`src/rtl/mem_mmio.sv`:
```
// rtl/mem_mmio.sv - word RAM plus memory-mapped display, switch, button, timer and interrupt registers
module mem_mmio #(
  parameter int          RAM_WORDS  = 64,
  parameter int          SW_WIDTH   = 8,
  parameter int          BTN_COUNT  = 1,
  parameter int          DISP_WIDTH = 8,
  parameter logic [31:0] IO_BASE    = 32'hC000_0000
) (
  input  logic                  clk,
  input  logic                  reset,
  input  logic                  we,
  input  logic [31:0]           a,
  input  logic [31:0]           wd,
  output logic [31:0]           rd,
  input  logic [SW_WIDTH-1:0]   sw,
  input  logic [BTN_COUNT-1:0]  button,
  output logic [DISP_WIDTH-1:0] deco_displays_seven_segments,
  output logic                  irq
);

  localparam int          AW        = $clog2(RAM_WORDS);
  localparam logic [31:0] RAM_BYTES = 32'(4 * RAM_WORDS);

  logic [31:0]           r_ram [RAM_WORDS];
  logic [DISP_WIDTH-1:0] r_disp;
  logic [SW_WIDTH-1:0]   r_sw_s1, r_sw_s2;
  logic [BTN_COUNT-1:0]  r_btn_s1, r_btn_s2, r_btn_prev, r_btn_edge;
  logic [31:0]           r_timer, r_timer_cmp;
  logic [2:0]            r_status;
  logic [3:0]            r_irq_en;
  logic                  r_irq;

  logic [31:0]          w_io_off;
  logic [2:0]           w_io_idx;
  logic                 w_is_io, w_is_ram, w_mapped, w_misal;
  logic                 w_wr_io, w_wr_ram;
  logic [7:0]           w_sel;
  logic [2:0]           w_status_set, w_status_clr;
  logic [BTN_COUNT-1:0] w_edge_set, w_edge_clr;

  // The I/O window takes precedence should it ever overlap RAM space.
  assign w_io_off = a - IO_BASE;
  assign w_io_idx = w_io_off[4:2];
  assign w_is_io  = (w_io_off < 32'd32);
  assign w_is_ram = !w_is_io && (a < RAM_BYTES);
  assign w_mapped = w_is_io || w_is_ram;
  assign w_misal  = |a[1:0];
  assign w_wr_io  = we && w_is_io && !w_misal;
  assign w_wr_ram = we && w_is_ram && !w_misal;
  assign w_sel    = w_wr_io ? (8'd1 << w_io_idx) : 8'd0;

  assign w_status_set = {we && !w_mapped, we && w_misal, r_timer == r_timer_cmp};
  assign w_status_clr = w_sel[6] ? wd[2:0] : 3'd0;
  assign w_edge_set   = r_btn_s2 & ~r_btn_prev;
  assign w_edge_clr   = w_sel[3] ? wd[BTN_COUNT-1:0] : '0;

  assign deco_displays_seven_segments = r_disp;
  assign irq = r_irq;

  always_comb begin
    rd = 32'd0;
    if (w_is_io) begin
      case (w_io_idx)
        3'd0:    rd = 32'(r_disp);
        3'd1:    rd = 32'(r_btn_s2);
        3'd2:    rd = 32'(r_sw_s2);
        3'd3:    rd = 32'(r_btn_edge);
        3'd4:    rd = r_timer;
        3'd5:    rd = r_timer_cmp;
        3'd6:    rd = {29'd0, r_status};
        default: rd = {28'd0, r_irq_en};
      endcase
    end else if (w_is_ram) begin
      rd = r_ram[a[AW+1:2]];
    end
  end

  // RAM has no reset; a write coinciding with reset is dropped.
  always_ff @(posedge clk) begin
    if (w_wr_ram && !reset) r_ram[a[AW+1:2]] <= wd;
  end

  always_ff @(posedge clk or posedge reset) begin
    if (reset) begin
      r_disp      <= '0;
      r_sw_s1     <= '0;
      r_sw_s2     <= '0;
      r_btn_s1    <= '0;
      r_btn_s2    <= '0;
      r_btn_prev  <= '0;
      r_btn_edge  <= '0;
      r_timer     <= 32'd0;
      r_timer_cmp <= 32'hFFFF_FFFF;
      r_status    <= 3'd0;
      r_irq_en    <= 4'd0;
      r_irq       <= 1'b0;
    end else begin
      r_sw_s1    <= sw;
      r_sw_s2    <= r_sw_s1;
      r_btn_s1   <= button;
      r_btn_s2   <= r_btn_s1;
      r_btn_prev <= r_btn_s2;
      // Set wins over a simultaneous write-one-to-clear.
      r_btn_edge <= (r_btn_edge & ~w_edge_clr) | w_edge_set;
      r_status   <= (r_status & ~w_status_clr) | w_status_set;
      r_timer    <= w_sel[4] ? wd : r_timer + 32'd1;
      if (w_sel[0]) r_disp      <= wd[DISP_WIDTH-1:0];
      if (w_sel[5]) r_timer_cmp <= wd;
      if (w_sel[7]) r_irq_en    <= wd[3:0];
      r_irq <= |(r_irq_en[2:0] & r_status) | (r_irq_en[3] & |r_btn_edge);
    end
  end

endmodule

```
`config.mk`:
```
export PLATFORM = sky130hd
export DESIGN_NAME = mem_mmio
export DESIGN_NICKNAME = d
export VERILOG_FILES = /design/src/rtl/mem_mmio.sv
export SDC_FILE = /design/constraint.sdc
export NUM_CORES = 2
export LEC_CHECK = 0
export BUFFER_PORTS_ARGS = -buffer_cell sky130_fd_sc_hd__buf_2
export CAP_MARGIN = 20
export CORE_ASPECT_RATIO = 0.5
export CORE_MARGIN = 2
export CORE_UTILIZATION = 40
export DETAILED_ROUTE_END_ITERATION = 16
export PLACE_DENSITY = 0.65
export SYNTH_ARGS = -nofsm -noshare
export SYNTH_HDL_FRONTEND = slang
export SYNTH_SLANG_ARGS = --single-unit
```
`constraint.sdc`:
```
create_clock -name clk -period 4.1 [get_ports clk]
set_clock_uncertainty 0.1 [all_clocks]
set_input_delay 0.82 -clock clk [delete_from_list [all_inputs] [get_ports clk]]
set_output_delay 0.82 -clock clk [all_outputs]
set_load 0.01 [all_outputs]
```
==> metrics.csv <==
stage;metric;value;unit
route;via_count;48000;
job;maxCapViolCount;0;
floorplanning;die-area;0.213;mm^2
cells_and_area;layout-drive-gt1-share;0.364;
clocking;cts_tree;built;
clocking;cts_sinks;2148;
route;drc_errors;0;
floorplanning;coreArea;0.208;mm^2
floorplanning;die_x;651;um
global_route;grt_max_degree;75;
sta;hold_viol_final;0;
clocking;cts-buffers-inserted;194;
global_route;antenna_found_initial;14;
synthesis;synth.distinct_cells;68;
placement;gp_congestion;0.944;
synthesis;synth_nets;4155;
synthesis;synth_enable_flop_cells;2048;
cells_and_area;fin_util;0.494;
synthesis;yosys_warnings;0;
worst_setup_path;critPathLaunch;a[25];
floorplanning;ios;117;
min_path;worst_hold_path_type;input pin to flip-flop;
power_and_ir_drop;ir_worst_vdd;0.359;mV
global_route;gr-usage-all-layers;0.247;
synthesis;yosysMostFrequentCell;edfxtp_1;
cells_and_area;fin_nets;4985;
route;wl;269000;um
placement;hpwl;174000;um
placement;dp_slack;-1060;ps
sta;setup_violations;7;
sta;slew_headroom;0.254;
clocking;clkTransAtPathRegs;60;ps
clocking;htree_num_levels;4;
worst_setup_path;arrival;3370;ps
placement;io_buffer_count;116;
sta;drv_slew;0;
synthesis;syn_avg_cell_area;20.5;um^2
global_route;grt-ovfl-total;0;
sta;fmax;0.233;GHz
route;ant_nets;0;
route;drt_iter0_drc;7901;
synthesis;ys_async_sr_fraction;0.0466;
floorplanning;start_util;0.404;
min_path;min_from;sw[6];
route;wl_per_cell;34.4;um
clocking;clk_latency;830;ps
synthesis;synth_seq_cells;2148;
cells_and_area;area_growth;22.5;%
global_route;grt_pass1_wl;368000;um
sta;period_share;1.05;
synthesis;synth_top_area_cell;edfxtp_1;
worst_setup_path;cp-start-kind;input pin;
sta;worst_slack;-190;ps
worst_setup_path;path_max_fanout;6;
synthesis;synth_common_cells;edfxtp_1, mux4_2, mux2i_1, nor2_1, clkbuf_1;
worst_setup_path;worstReg2RegStart;r_timer[0]$_DFF_PP0_;
synthesis;synth_top_area_frac;0.734;
outcome;violations;negative setup slack;
worst_setup_path;end_kind;output port;
worst_setup_path;rrSetupSlack;1210;ps
synthesis;netlist_top_cells_area;edfxtp_1, mux4_2, mux2i_1, dfrtp_1, dfstp_2;
clocking;cts_buffer_depth;3;
power_and_ir_drop;power.total;44.2;mW
sta;finalCriticalPeriod;4290;ps
route;vias_per_cell;6.13;
clocking;root_buffer;clkbuf_16;
floorplanning;fp.dieH;328;um
power_and_ir_drop;p_per_area;430;mW/mm^2
global_route;grt_pass1_vias;46400;
worst_setup_path;critPathRequiredTime;3180;ps
synthesis;synthFlopType;edfxtp_1;
synthesis;netlist_instances;4078;
route;first_pass_iters;8;
sta;tightestPinTransition;1120;ps
synthesis;syn-cell-area;0.0838;mm^2
sta;rsz0062_at_grt;true;
synthesis;ys_seq_area_frac;0.764;
worst_setup_path;worstSetupPathType;input pin to output port;
outcome;status;finished, violations left;
power_and_ir_drop;p_leak;34.1;nW
floorplanning;rows;118;
where the power goes:
part	leakage, nW	internal, mW	switching [mW]
clock	2.95	9.36	8.00
combinational	11.7	1.10	1.71
sequential	19.5	24.0	0.00305
sequential cells by signal, summed over array words and instances (netlist names):
| name | flops |
|---|---|
| deco_displays_seven_segments | 8 |
| irq | 1 |
| r_btn_edge | 1 |
| r_btn_prev | 1 |
| r_btn_s1 | 1 |
| r_btn_s2 | 1 |
| r_irq_en | 4 |
| r_ram | 2048 |
| r_status | 3 |
| r_sw_s1 | 8 |
| r_sw_s2 | 8 |
| r_timer | 32 |
| r_timer_cmp | 32 |
repair_timing:
action | 4_1_cts | 5_1_grt
cloned | 11 | 3
buffers inserted | 19 | 21
hold endpoints to repair | 7 | 0
pin swaps | 19 | 26
gates resized for setup | 152 | 72
setup endpoints to repair | 32 | 31
hold buffers | 7 | 0
placed cells by master, fill, tap and decap left out, drive strengths merged, types with 14 or more instances in the layout:
cell type and instances:
a211oi 22, a21oi 91, a221oi 41, a22oi 69, buf 853, clkbuf 229
clkinv 109, dfrtp 68, dfstp 32, edfxtp 2048, inv 20, mux2 61
mux2i 279, mux4 429, nand2 97, nand2b 16, nand3 40, nand4 27
nor2 158, nor2b 19, nor3 21, nor4 15, o21ai 73, o221ai 14
o22ai 42, xnor2 55
area by class of cell:
type,count,area [um^2]
inverters,10,40.0
well taps,2760,3450
flip-flops and latches,2148,64000
repair buffers,871,9330
multi-input cells,1683,19800
fillers,16400,105000
clock inverters,130,942
diodes,3,7.51
clock buffers,225,5000
metrics by stage:
stage / instances / TNS, ps / hold WS, ps / area (um^2)
2_1_floorplan: 4078 / -303580 / 231 / 83800
3_3_place_gp: 7409 / -11110 / 234 / 94800
3_5_place_dp: 7412 / -9280 / 236 / 94800
4_1_cts: 7802 / -371 / 8.40 / 102000
5_1_grt: 7828 / -772 / 33.3 / 103000
6_report: 7830 / -408 / 50.7 / 103000
cells by family after synthesis:
| logic type | share of synthesized area |
|---|---|
| AO/OA/AOI/OAI | 0.0339 |
| XOR/XNOR | 0.00648 |
| adder cells (fa/ha/maj) | 0.000149 |
| buffers and inverters | 0.0141 |
| flip-flops | 0.764 |
| multiplexers | 0.157 |
| AND/OR/NAND/NOR | 0.0240 |
worst max-delay path: stages:
cell and delay (ps):
buf_2 120, nor4_4 260, nand4_1 170, or4_4 500, buf_12 180, buf_12 140
a211oi_4 410, o211ai_1 350, nand2_1 230, buf_2 160
metal layers:
metal	vias to the layer above	track usage	wire [um]
met4	12	0.0850	9740
met1	25300	0.345	101000
li1	18600	-	-
met3	529	0.0695	36700
met5	-	0	76
met2	3507	0.375	121000
final timing paths:
path / endpoint / cells after the start
min in group asynchronous: r_irq_en[1]$_DFFE_PP0P_ / 2
worst max register to register: r_timer[28]$_DFF_PP0_ / 7
worst min register to register: r_sw_s2[4]$_DFF_PP0_ / 0
worst min-delay path: r_sw_s1[6]$_DFF_PP0_ / 1
max in group asynchronous: r_sw_s2[7]$_DFF_PP0_ / 3
worst max-delay path: rd[7] / 10
Power figures use the tool's default switching activity.
